[src/rtl/wb_clint.sv]
// Wishbone pipelined CLINT slave: MSIP/MTIMECMP/MTIME register window,
// mtime prescaler, and registered software/timer interrupt levels.
module wb_clint #(
    parameter int unsigned TICK_DIV   = 1,
    parameter int unsigned ADDR_WIDTH = 16
) (
    input  logic                  i_clk,
    input  logic                  i_reset,
    input  logic [ADDR_WIDTH-1:0] i_wb_adr,
    input  logic [63:0]           i_wb_dat,
    output logic [63:0]           o_wb_dat,
    input  logic                  i_wb_we,
    input  logic [7:0]            i_wb_sel,
    input  logic                  i_wb_stb,
    input  logic                  i_wb_cyc,
    output logic                  o_wb_ack,
    output logic                  o_wb_stall,
    input  logic [63:0]           i_mtime,
    input  logic [63:0]           i_mtimecmp,
    output logic [63:0]           o_mtime,
    output logic                  o_mtime_we,
    output logic [63:0]           o_mtimecmp,
    output logic                  o_mtimecmp_we,
    output logic                  o_msip,
    output logic                  o_mtip
);

    localparam logic [ADDR_WIDTH-1:0] MSIP_ADR     = ADDR_WIDTH'(16'h0000);
    localparam logic [ADDR_WIDTH-1:0] MTIMECMP_ADR = ADDR_WIDTH'(16'h4000);
    localparam logic [ADDR_WIDTH-1:0] MTIME_ADR    = ADDR_WIDTH'(16'hBFF8);
    localparam logic [15:0]           CNT_LAST     = 16'(TICK_DIV - 1);

    logic [63:0] r_wb_dat;
    logic        r_wb_ack;
    logic [63:0] r_mtime;
    logic        r_mtime_we;
    logic [63:0] r_mtimecmp;
    logic        r_mtimecmp_we;
    logic        r_msip;
    logic        r_mtip;
    logic [15:0] r_cnt;

    logic        w_acc;
    logic        w_wr;
    logic        w_hit_msip;
    logic        w_hit_cmp;
    logic        w_hit_time;
    logic        w_tick;
    logic [63:0] w_mask;
    logic [63:0] w_mtime_eff;
    logic [63:0] w_mtimecmp_eff;
    logic [63:0] w_rdata;

    // The CPU latches our write-back one edge late, so forward the pending value.
    assign w_mtime_eff    = r_mtime_we    ? r_mtime    : i_mtime;
    assign w_mtimecmp_eff = r_mtimecmp_we ? r_mtimecmp : i_mtimecmp;

    assign w_acc      = i_wb_cyc && i_wb_stb;
    assign w_wr       = w_acc && i_wb_we;
    assign w_hit_msip = (i_wb_adr[ADDR_WIDTH-1:3] == MSIP_ADR[ADDR_WIDTH-1:3]);
    assign w_hit_cmp  = (i_wb_adr[ADDR_WIDTH-1:3] == MTIMECMP_ADR[ADDR_WIDTH-1:3]);
    assign w_hit_time = (i_wb_adr[ADDR_WIDTH-1:3] == MTIME_ADR[ADDR_WIDTH-1:3]);
    assign w_tick     = (r_cnt == CNT_LAST);

    always_comb begin
        w_mask = '0;
        for (int unsigned i = 0; i < 8; i++) begin
            w_mask[i*8 +: 8] = {8{i_wb_sel[i]}};
        end
    end

    always_comb begin
        w_rdata = '0;
        if (w_hit_msip) begin
            w_rdata = {63'd0, r_msip};
        end else if (w_hit_cmp) begin
            w_rdata = w_mtimecmp_eff;
        end else if (w_hit_time) begin
            w_rdata = w_mtime_eff;
        end
    end

    always_ff @(posedge i_clk or negedge i_reset) begin
        if (!i_reset) begin
            r_wb_dat      <= '0;
            r_wb_ack      <= 1'b0;
            r_mtime       <= '0;
            r_mtime_we    <= 1'b0;
            r_mtimecmp    <= '0;
            r_mtimecmp_we <= 1'b0;
            r_msip        <= 1'b0;
            r_mtip        <= 1'b0;
            r_cnt         <= '0;
        end else begin
            r_wb_ack <= w_acc;
            r_wb_dat <= (w_acc && !i_wb_we) ? w_rdata : '0;
            r_cnt    <= w_tick ? '0 : r_cnt + 16'd1;
            r_mtip   <= (w_mtime_eff >= w_mtimecmp_eff);

            // A bus write to MTIME overrides a coincident tick.
            if (w_wr && w_hit_time) begin
                r_mtime    <= (w_mtime_eff & ~w_mask) | (i_wb_dat & w_mask);
                r_mtime_we <= 1'b1;
            end else if (w_tick) begin
                r_mtime    <= w_mtime_eff + 64'd1;
                r_mtime_we <= 1'b1;
            end else begin
                r_mtime_we <= 1'b0;
            end

            if (w_wr && w_hit_cmp) begin
                r_mtimecmp    <= (w_mtimecmp_eff & ~w_mask) | (i_wb_dat & w_mask);
                r_mtimecmp_we <= 1'b1;
            end else begin
                r_mtimecmp_we <= 1'b0;
            end

            if (w_wr && w_hit_msip && i_wb_sel[0]) begin
                r_msip <= i_wb_dat[0];
            end
        end
    end

    assign o_wb_dat      = r_wb_dat;
    assign o_wb_ack      = r_wb_ack;
    assign o_wb_stall    = 1'b0;
    assign o_mtime       = r_mtime;
    assign o_mtime_we    = r_mtime_we;
    assign o_mtimecmp    = r_mtimecmp;
    assign o_mtimecmp_we = r_mtimecmp_we;
    assign o_msip        = r_msip;
    assign o_mtip        = r_mtip;

endmodule

[config.mk]
export PLATFORM = sky130hd
export DESIGN_NAME = wb_clint
export DESIGN_NICKNAME = d
export VERILOG_FILES = /design/src/rtl/wb_clint.sv
export SDC_FILE = /design/constraint.sdc
export NUM_CORES = 1
export LEC_CHECK = 0
export BUFFER_PORTS_ARGS = -buffer_cell sky130_fd_sc_hd__buf_2
export CORE_UTILIZATION = 35
export CTS_BUF_LIST = sky130_fd_sc_hd__clkbuf_8
export DETAILED_ROUTE_END_ITERATION = 8
export PLACE_DENSITY = 0.59
export SYNTH_ARGS = -nofsm -noshare
export SYNTH_HDL_FRONTEND = slang
export SYNTH_SLANG_ARGS = --single-unit
export TNS_END_PERCENT = 20
[constraint.sdc]
create_clock -name i_clk -period 3.6 [get_ports i_clk]
set_input_delay 0.54 -clock i_clk [delete_from_list [all_inputs] [get_ports i_clk]]
set_output_delay 0.54 -clock i_clk [all_outputs]
set_load 0.01 [all_outputs]
== After elaboration in Yosys (flattened, before gate mapping) ==
Index checks and enable logic that the tools add are counted.
Storage, ports and cells
  output and inout bits: 198
  bits of input ports: 221
  logic and storage cells: 43
  register bits: 213
Operators by class
  reductions and logical operators: 11
  bitwise logic cells: 6
  equality and inequality tests: 2
  $add $sub $neg: 2
  multiplexer cells: 12
  magnitude comparators: 1
Operator list (count)
  $mux W64: 8
  $and A64 B64 Y64: 3
  $or A64 B64 Y64: 2
  $add A64 B1 Y64 const B: 1
  $ge A64 B64 Y1: 1
  $not A64 Y64: 1
  $add A16 B1 Y16 const B: 1
  $logic_not A16 Y1: 1
  $mux W16: 1
  $eq A13 B12 Y1 const B: 1
  $eq A13 B13 Y1 const B: 1
  $logic_not A13 Y1: 1
  $logic_and A1 B1 Y1: 7
  $mux W1: 3
  $reduce_bool A2 Y1: 1
  $logic_not A1 Y1: 1

== Logic depth before layout (Yosys ltp) ==
Gate-level depths: netlist (run 1).
  word-level depth: 5
  mapped depth: 17
  gate-level depth less buffers: 10

== Worst setup path before layout (run 1) ==
No wires, ideal clock.
  path kind: reg2reg
  from: reg r_mtime_we (netlist: o_mtime_we)
  to: reg r_mtime[58] (netlist: o_mtime[58])
  clock period less this slack: 3757 ps
  path slack: -157 ps
  buffers on the path: 7
  stages on the path, launching flop included: 17
  arrival: 3693 ps
  setup time: 64 ps
  data required time: 3536 ps
  path through: dfrtp_1 -> buf_6 -> buf_6 -> buf_4 -> buf_4 -> buf_2 -> buf_2 -> buf_2 -> mux2_2 -> ha_1 -> inv_1 -> a211oi_4 -> nand4_4 -> or3_1 -> or4_1 -> a21oi_1 -> or2_1
On the way
  cells in the longest elaborated chain, start to end: 4
  elaborated cells between the ends (all ways): 6
  those cells by class: 1 x add/sub; 3 x mux; 2 x bitwise
RTL lines
  start, declared: line 36  | logic r_mtime_we;
  start signal, assigned: line 88  | r_mtime_we <= 1'b0;
  start signal, assigned: line 103  | r_mtime_we <= 1'b1;
  start signal, assigned: line 106  | r_mtime_we <= 1'b1;
  $mux W64 *: line 55  | assign w_mtime_eff = r_mtime_we ? r_mtime : i_mtime;
  $add A64 B1 Y64 or $and A64 B64 Y64 (tied branches): line 105, 102
  $mux W64 or $or A64 B64 Y64 (tied branches): line 104, 102
  $mux W64 *: line 101  | if (w_wr && w_hit_time) begin
  end signal, assigned: line 102  | r_mtime <= (w_mtime_eff & ~w_mask) | (i_wb_dat & w_mask);
  end signal, assigned: line 105  | r_mtime <= w_mtime_eff + 64'd1;
  end, declared: line 35  | logic [63:0] r_mtime;
Mark *: on every way between the ends. The rest lies on a longest branch, timed or not. The select of a mux whose other input is x is not followed.
A chain may end at the register's enable or synchronous reset.

== Worst setup path after layout (run 1) ==
  from: reg r_mtime_we (netlist: o_mtime_we)
  to: reg r_mtip (netlist: o_mtip)
On the way
  cells in the longest elaborated chain, start to end: 2
RTL lines
  $mux W64: line 55
  $ge A64 B64 Y1: line 98  | r_mtip <= (w_mtime_eff >= w_mtimecmp_eff);
  end signal, assigned: line 98
  end, declared: line 40  | logic r_mtip;
No other way between the ends.

==> results.yml, run 1 <==
status:
  status: "finished, final reports clean"
cts:
  root_buffer: "clkbuf_8"
  clock_path_buffers: 3
  clkTransAtPathRegs_ns: 0.06
  clkSinkCount: 213
  h-tree-depth: 2
  post_cts_buffers: 0
  cts_tree: "yes"
  clkLatencyLatePin_ns: 0.61
  cts_buffers: 42
synth:
  ys_ff_latch: 213
  seq_area_frac_synth: 0.361
  syn_area_per_cell_um2: 8.82
  ys_top_cells_by_area: "dfrtp_1 (36%), mux2_2 (8.5%), o21ai_0 (5.7%)"
  synth.distinct_cells: 68
  synthArstFlopShare: 1.00
  synth_nets: 1962
  synth_top_cell_by_area: "dfrtp_1"
  ys.warnings.count: 0
  syn_inst: 1674
  synth-edff-count: 0
  ys.flop_type: "dfrtp_1"
  synth_top_area_frac: 0.361
  syn_area_mm2: 0.0148
power:
  combPwrFrac: 0.187
  p_total_uw: 6270
  pwr-share-clk: 0.405
  power.share.sequential: 0.408
  p_int_uw: 4330
  p_per_area_mw_per_mm2: 338
  switching_power_uw: 1940
  switching_share: 0.310
  ir_drop_mv: 0.178
  p_leak_uw: 0.00923
sta:
  finalSetupViolCount: 0
  skew_ns: 0.0261
  slew_violations: 0
  fin_crit_ns: 3.42
  relSlewSlack: 0.389
  hold_violations: 0
  period_share: 0.951
  tightest_slew_ns: 0.917
  rsz0062_at_grt: "true"
  final.setup.tns_ns: 0
  max_freq_ghz: 0.292
  layout_setup_ws_ns: 0.176
critical_path:
  ff2ff_path_depth: 12
  critPathLaunchType: "flop"
  critPathBufInv: 4
  arrival_ns: 3.97
  cp_cell_sequence: "buf_12 > mux2i_1 > inv_1 > ha_1 > nand4_1 > nor2_1 > inv_1 > nor4_2 > buf_4 > and4_1 > o21ai_0 > nand3_1"
  critPathRequiredTime_ns: 4.14
  cpMostUsedCell: "inv_1"
  r2r-start: "o_mtime_we"
  r2r-end: "o_mtip"
  cp_slowest_stage_delay_ns: 0.75
  path_delay_family: "simple AND/OR/NAND/NOR gates"
  worst_path_max_delay_cell: "dfrtp_4"
  r2r_setup_slack_ns: 0.18
  cp_max_fo: 40
  crit_type: "reg -> reg"
  end_kind: "flop"
hold_path:
  hold_end: "o_wb_ack"
  min_from: "i_wb_stb"
  worstHoldPathType: "in -> reg"
  hold-path-cell-count: 3
floorplan:
  die_w_um: 207
  coreArea_mm2: 0.0412
  start_util: 0.358
  io-pin-count: 419
  chipHeight_um: 207
  rows: 74
  die_area_mm2: 0.0430
grt:
  grt_antenna_before_repair: 4
  met1_usage: 0.325
  grt_pass1_wl_um: 83400
  use_met3: 0.0424
  grt_util_met2: 0.415
  grt_max_degree: 130
  grt_pass1_vias: 14297
  grt-ovfl-total: 0
  grt_busiest_layer: "met2"
  grt_use_total: 0.247
drt:
  wire_per_inst_um: 20.2
  finalWirelength_um: 53500
  drcViolationCount: 0
  drt_first_pass_iters: 6
  drtIter0Drc: 801
  vias: 14343
  viasPerCell: 5.40
  drtAntennaViolNets: 0
cells_and_area:
  fin_nets: 2378
  layout_common_cells: "buf_2 (413), dfrtp_1 (211), o21ai_0 (169), nand2_1 (162), nor2_1 (131)"
  area_growth_pct: 25.7
  fillCellCount: 4098
  final_common_cell: "buf_2"
  drive_gt1_frac: 0.319
placement:
  portBuffers: 414
  routabilityCongestion: 0.887
  hpwl_um: 41000
  pre_cts_slack_ns: -0.228
run:
  maxCapViolations: 0
[Yosys cell counts (15+ instances only)]
cell type and count:
a21oi_1 44, nand3_1 65, a31oi_1 39, a22oi_1 72
inv_1 84, xor2_1 24, nor2_1 132, mux2i_1 70
nor3_1 15, xnor2_1 35, and3_1 17, nand2b_1 41
mux2_2 112, nand2_1 165, o21ai_0 169, nand4_1 33
ha_1 67, clkbuf_1 80, nand3b_1 15, a21o_1 17
dfrtp_1 213
[how the worst max path moves through the flow]
stage | endpoint | start | cells past startpoint
6_report | o_mtip | o_mtime_we | 12
5_1_grt | o_mtime[61] | o_mtime_we | 9
4_1_cts | o_mtip | o_mtime_we | 9
3_5_place_dp | o_mtip | o_mtime_we | 9
3_3_place_gp | o_mtip | o_mtime_we | 9
2_1_floorplan | o_mtime[58] | o_mtime_we | 16
[through the flow]
step / area [um2] / hold slack [ns] / util / std cells
2_1_floorplan: 14800 / 0.244 / - / 1674
3_3_place_gp: 17700 / 0.466 / 0.429 / 2577
3_5_place_dp: 17700 / 0.465 / 0.429 / 2577
4_1_cts: 18500 / 0.117 / 0.450 / 2655
5_1_grt: 18600 / 0.167 / 0.450 / 2656
6_report: 18600 / 0.170 / 0.450 / 2657
[layer usage]
metal / vias to the layer above / routed length (um)
li1: 6889 / -
met5: - / 0
met1: 6942 / 23800
met3: 68 / 2980
met4: 0 / 1080
met2: 444 / 25700
[state kept, by name, summed over array words and instances, names as in the netlist]
name and cells:
o_msip 1, r_cnt 16, o_mtimecmp 64, o_wb_ack 1, o_mtime 64, o_mtime_we 1, o_wb_dat 64, o_mtimecmp_we 1
o_mtip 1
[layout make-up]
type / instances / area [um2] / share of cell area
multi-input combinational: 1275 / 8740 / 0.471
inverter: 85 / 319 / 0.0172
timing repair buffer: 473 / 2630 / 0.142
clock buffer: 55 / 757 / 0.0408
clock inverter: 22 / 103 / 0.00553
tap: 532 / 666 / 0.0359
sequential: 213 / 5340 / 0.288
antenna: 2 / 5.00 / 0.000270
[power by group through the flow]
| stage | combinational [uW] | clock (uW) | sequential, uW |
|---|---|---|---|
| 2_1_floorplan | 650 | 0 | 2610 |
| 3_3_place_gp | 1150 | 0 | 2600 |
| 3_5_place_dp | 1170 | 0 | 2600 |
| 4_1_cts | 1180 | 2620 | 2550 |
| 5_1_grt | 1300 | 2720 | 2560 |
| 6_report | 1170 | 2540 | 2560 |
[worst min-delay path: cells and delay by family]
kind,cells,cell delay (ns)
AND/OR/NAND/NOR,1,0.06
buffers and inverters,2,0.14
[timing repair]
| item | CTS | global route |
|---|---|---|
| resized for setup | 1 | 2 |
| hold buffers | 1 | 0 |
| setup endpoints to repair | 1 | 2 |
| gates cloned | 0 | 0 |
| endpoints found under the hold margin | 1 | 0 |
[cells by family (layout without fill, tap and decap cells)]
group	after synthesis	after routing	share of synthesized area
AOI/OAI and AO/OA	420	420	0.178
xor gates and xnor gates	59	59	0.0350
adders and majority gates	67	67	0.0568
buffers and inverters	186	635	0.0511
DFF	213	213	0.361
muxes	183	183	0.134
other	1	3	0.000254
and+or+nand+nor	545	545	0.184
No activity file was read; power rests on OpenSTA's default activity.
==> run 2: changes to the inputs <==
Settings changed: PLACE_DENSITY 0.59 to 0.56.
Clock period 3.6 ns to 4.4 ns, I/O delays scaled along.
==> run 2 against run 1 <==
Against the previous run:
- core utilization down 0.30 points
- sequential power decreased by 18%
- fmax is 6.7% lower
- cell area down 0.67%
- first-iteration DRC count rose by 10%
- via count decreased by 0.19%
- critical endpoint unchanged
- largest cell class unchanged
- largest power group is now the clock network
==> results.yml, run 2 (synthesis results as in run 1) <==
status:
  status: "finished, final reports clean"
critical_path:
  critPathLaunchType: "flop"
  cp_slowest_stage_delay_ns: 0.74
  path_delay_family: "compound AO/OA/AOI/OAI gates"
  crit_type: "reg -> reg"
  worst_path_max_delay_cell: "dfrtp_4"
  r2r-end: "o_mtip"
  critPathBufInv: 1
  cp_cell_sequence: "mux2_2 > ha_1 > nand2b_1 > a211oi_1 > nor3_1 > o311ai_0 > a2111oi_0 > buf_4 > o21ai_0 > nand3_1"
  critPathRequiredTime_ns: 4.86
  end_kind: "flop"
  crit_path_start: "o_mtimecmp_we"
  arrival_ns: 4.13
  cp_max_fo: 26
  r2r_setup_slack_ns: 0.73
  ff2ff_path_depth: 10
  r2r-start: "o_mtimecmp_we"
cts:
  h-tree-depth: 2
  clkTransAtPathRegs_ns: 0.07
  clkSinkCount: 213
  post_cts_buffers: 0
  clkLatencyLatePin_ns: 0.60
  clock_path_buffers: 3
  root_buffer: "clkbuf_8"
  cts_buffers: 44
  cts_repair_resize_count: 0
  cts_hold_buf: 0
  cts_tree: "yes"
drt:
  drt_first_pass_iters: 6
  finalWirelength_um: 54100
  drcViolationCount: 0
  drtAntennaViolNets: 0
  viasPerCell: 5.43
  drtIter0Drc: 885
  wire_per_inst_um: 20.5
  vias: 14316
cells_and_area:
  layout_common_cells: "buf_2 (413), dfrtp_1 (211), o21ai_0 (169), nand2_1 (163), nor2_1 (131)"
  area_growth_pct: 24.9
  final_common_cell: "buf_2"
  fin_nets: 2352
  drive_gt1_frac: 0.315
  fillCellCount: 4104
sta:
  slew_violations: 0
  relSlewSlack: 0.305
  fin_crit_ns: 3.67
  final.setup.tns_ns: 0
  rsz0062_at_grt: "false"
  period_share: 0.834
  tightest_slew_ns: 1.04
  finalSetupViolCount: 0
  hold_violations: 0
  max_freq_ghz: 0.273
  skew_ns: 0.0295
grt:
  grt_pass1_wl_um: 83500
  grt_use_total: 0.248
  grt_pass1_vias: 14219
  grt-ovfl-total: 0
  grt_max_degree: 105
  grt_antenna_before_repair: 6
power:
  ir_drop_mv: 0.164
  p_per_area_mw_per_mm2: 295
  p_total_uw: 5440
  p_leak_uw: 0.00913
floorplan:
  die_area_mm2: 0.0430
  chipHeight_um: 207
  rows: 74
  io-pin-count: 419
  die_w_um: 207
  start_util: 0.358
  coreArea_mm2: 0.0412
hold_path:
  worstHoldPathType: "in -> async"
placement:
  portBuffers: 414
  hpwl_um: 40300
  routabilityCongestion: 0.880
run:
  maxCapViolations: 0
run 2: routing by layer:
metal	vias to the layer above	wire, um	global-route usage
li1	6834	-	-
met1	6906	23600	0.323
met2	501	25900	0.416
met3	73	3520	0.0537
met4	2	1060	0.0625
met5	-	10	0
run 2: power by group:
part           switching (uW)  internal, uW  leakage, uW
logic                     553           389      0.00568
clock network             987          1420     0.000561
registers                71.4          2020      0.00288
total                    1610          3830      0.00913
run 2: how the worst max path moves through the flow:
stage / depth (start not counted) / slack, ns / endpoint
6_report: 10 / 0.73 / o_mtip
5_1_grt: 12 / 0.49 / o_mtip
4_1_cts: 10 / 0.68 / o_mtip
3_5_place_dp: 10 / 0.71 / o_mtip
3_3_place_gp: 10 / 0.73 / o_mtip
2_1_floorplan: 16 / 0.64 / o_mtime[58]
run 2: area by class of cell:
class	count	area, um2	share of cell area
antenna	4	10.0	0.000543
clock buffer	65	895	0.0485
clock inverter	17	134	0.00727
inverter	85	319	0.0173
multi-input combinational	1275	8710	0.473
sequential	213	5340	0.290
tap	532	666	0.0361
timing repair buffer	445	2350	0.128
run 2: stage by stage:
step	setup slack, ns	instances	cell area (um2)	hold WS (ns)	utilization
global placement	0.732	2550	17400	0.473	0.422
global route	0.492	2634	18400	0.150	0.447
finish	0.730	2636	18400	0.127	0.447
CTS	0.678	2632	18400	0.124	0.447
floorplan	0.643	1674	14800	0.364	-
detailed placement	0.706	2550	17400	0.468	0.422
==> run 3: changes to the inputs <==
Settings changed: ABC_AREA set to 1.
Clock period 4.4 ns to 3.7 ns, I/O delays scaled along.
==> run 3 against run 2 <==
Against the previous run:
- sequential share of layout area is 2.3 points lower
- clock power is 3% higher
- synthesized cell count is 59% higher
- hold slack better by 0.058 ns
- fmax is 15% higher
- die area is 11% higher
- via count is 28% higher
- global-route usage is 2.3 points higher
==> results.yml, run 3 <==
synth:
  syn_inst: 2656
  synth_top_cell_by_area: "dfrtp_1"
  ys.warnings.count: 0
  synth_top_area_frac: 0.324
  synthArstFlopShare: 1.00
  ys_ff_latch: 213
  synth.distinct_cells: 37
  seq_area_frac_synth: 0.324
  synth.most_common_cell: "nand2_1"
  synth_nets: 2944
  ys.flop_type: "dfrtp_1"
  synth_common_cells: "nand2_1 (997), o21ai_0 (303), inv_1 (289)"
  syn_area_mm2: 0.0164
  ys_top_cells_by_area: "dfrtp_1 (32%), nand2_1 (23%), o21ai_0 (9.2%)"
  syn_area_per_cell_um2: 6.19
  synth-edff-count: 0
sta:
  hold_violations: 0
  skew_ns: 0.0289
  tightest_slew_ns: 0.750
  period_share: 0.864
  finalSetupViolCount: 0
  fin_crit_ns: 3.20
  relSlewSlack: 0.500
  rsz0062_at_grt: "false"
  slew_violations: 0
  max_freq_ghz: 0.313
  final.setup.tns_ns: 0
critical_path:
  crit_type: "reg -> reg"
  cp_max_fo: 19
  worst_path_max_delay_cell: "nor2_2"
  arrival_ns: 3.74
  critPathLaunchType: "flop"
  cp_cell_sequence: "clkinv_2 > buf_4 > buf_4 > nand2_1 > nand2_1 > nor2_1 > nand2_1 > nor2_1 > nand2_1 > nor2_2 > buf_4 > nand3_1 > nand2_1 > nand2_1 > a21oi_1"
  end_kind: "flop"
  cp_slowest_stage_delay_ns: 0.46
  path_delay_family: "simple AND/OR/NAND/NOR gates"
  critPathRequiredTime_ns: 4.25
  cpMostUsedCell: "nand2_1"
  critPathBufInv: 4
cells_and_area:
  final_common_cell: "nand2_1"
  fin_nets: 3337
  drive_gt1_frac: 0.190
  layout_common_cells: "nand2_1 (994), buf_2 (413), inv_1 (309), o21ai_0 (303), nor2_1 (261)"
  area_growth_pct: 22.0
power:
  p_leak_uw: 0.0102
  power.share.sequential: 0.419
  switching_power_uw: 1750
  p_per_area_mw_per_mm2: 287
  combPwrFrac: 0.149
  pwr-share-clk: 0.432
  p_int_uw: 4000
  p_total_uw: 5750
  switching_share: 0.305
  ir_drop_mv: 0.195
cts:
  clock_path_buffers: 3
  cts_buffers: 45
  root_buffer: "clkbuf_8"
  cts_tree: "yes"
  cts_hold_buf: 1
  h-tree-depth: 2
  clkSinkCount: 213
  clkTransAtPathRegs_ns: 0.06
  clkLatencyLatePin_ns: 0.63
  cts_repair_resize_count: 0
  post_cts_buffers: 0
floorplan:
  die_w_um: 219
  io-pin-count: 419
  start_util: 0.354
  coreArea_mm2: 0.0465
  die_area_mm2: 0.0478
  rows: 79
  chipHeight_um: 219
grt:
  grt_max_degree: 96
  grt-ovfl-total: 0
  grt_pass1_vias: 17517
  grt_antenna_before_repair: 8
  grt_use_total: 0.271
  grt_pass1_wl_um: 100000
drt:
  drtIter0Drc: 1278
  viasPerCell: 4.95
  drcViolationCount: 0
  wire_per_inst_um: 17.7
  vias: 18312
  drt_first_pass_iters: 7
  drtAntennaViolNets: 0
  finalWirelength_um: 65200
placement:
  hpwl_um: 50300
  portBuffers: 414
  routabilityCongestion: 0.928
hold_path:
  worstHoldPathType: "in -> reg"
status:
  status: "finished, final reports clean"
run:
  maxCapViolations: 0
[run 3: cell types whose count changed after synthesis, moves of 41 or more]
cell      change
o21ai_0     +134
a22oi_1      -70
a21oi_1     +101
mux2_2      -112
nand2b_1     -41
mux2i_1      -70
nor2_1      +130
inv_1       +205
nand2_1     +832
[run 3: final timing paths]
path	depth (start not counted)	slack (ns)	start	end
worst max register to register	15	0.50	o_mtime_we	o_mtime[63]
min in group asynchronous	2	0.51	i_reset	o_mtimecmp[11]
worst max-delay path	15	0.50	o_mtime_we	o_mtime[63]
max in group asynchronous	3	2.26	i_reset	o_mtimecmp[60]
worst min-delay path	3	0.18	i_wb_dat[0]	o_msip
worst min register to register	1	0.48	r_cnt[15]	r_cnt[15]
[run 3: kinds of logic (layout without fill, tap and decap cells)]
| family | count (synthesis) | after routing | share of synthesized area |
|---|---|---|---|
| simple gates | 1385 | 1385 | 0.330 |
| xor+xnor | 21 | 21 | 0.0112 |
| other cells | 1 | 6 | 0.000228 |
| buf+inv | 424 | 852 | 0.103 |
| flops | 213 | 213 | 0.324 |
| compound gates | 545 | 545 | 0.180 |
| fa+ha+maj | 67 | 67 | 0.0510 |
[run 3: worst reg2reg max path, delay by kind of cell (launching register included)]
| kind | cells | cell delay (ns) |
|---|---|---|
| buffers and inverters | 4 | 1.04 |
| and+or+nand+nor | 10 | 1.50 |
| AOI/OAI and AO/OA | 1 | 0.15 |
| DFF | 1 | 0.43 |
[run 3: power by group through the flow]
| stage | sequential, uW | clock [uW] | combinational (uW) |
|---|---|---|---|
| floorplan | 2450 | 0 | 460 |
| global placement | 2440 | 0 | 849 |
| detailed placement | 2450 | 0 | 857 |
| CTS | 2410 | 2550 | 862 |
| global route | 2410 | 2660 | 976 |
| finish | 2410 | 2490 | 856 |
[run 3: through the flow]
stage          utilization  setup slack [ns]  area, um2  hold WS (ns)  std cells
2_1_floorplan            -              1.19      16400         0.259       2656
3_3_place_gp         0.412             0.632      19200         0.463       3608
3_5_place_dp         0.412             0.584      19200         0.472       3608
4_1_cts              0.431             0.557      20000         0.151       3691
5_1_grt              0.431             0.356      20000         0.192       3693
6_report             0.432             0.505      20000         0.184       3696
[run 3: layer usage]
| metal | vias to the layer above | GRT usage | wire length, um |
|---|---|---|---|
| met3 | 97 | 0.0575 | 4410 |
| met5 | - | 0 | 58 |
| met4 | 10 | 0.0694 | 1360 |
| li1 | 9214 | - | - |
| met1 | 8443 | 0.353 | 28900 |
| met2 | 548 | 0.454 | 30500 |
[run 3: cell type report]
class                      instances  area, um2
fill                            5100      26400
multi-input combinational       2019       9430
sequential                       213       5340
timing repair buffer             463       2490
inverter                         307       1150
tap                              607        759
clock buffer                      54        743
clock inverter                    28        120
antenna                            5       12.5
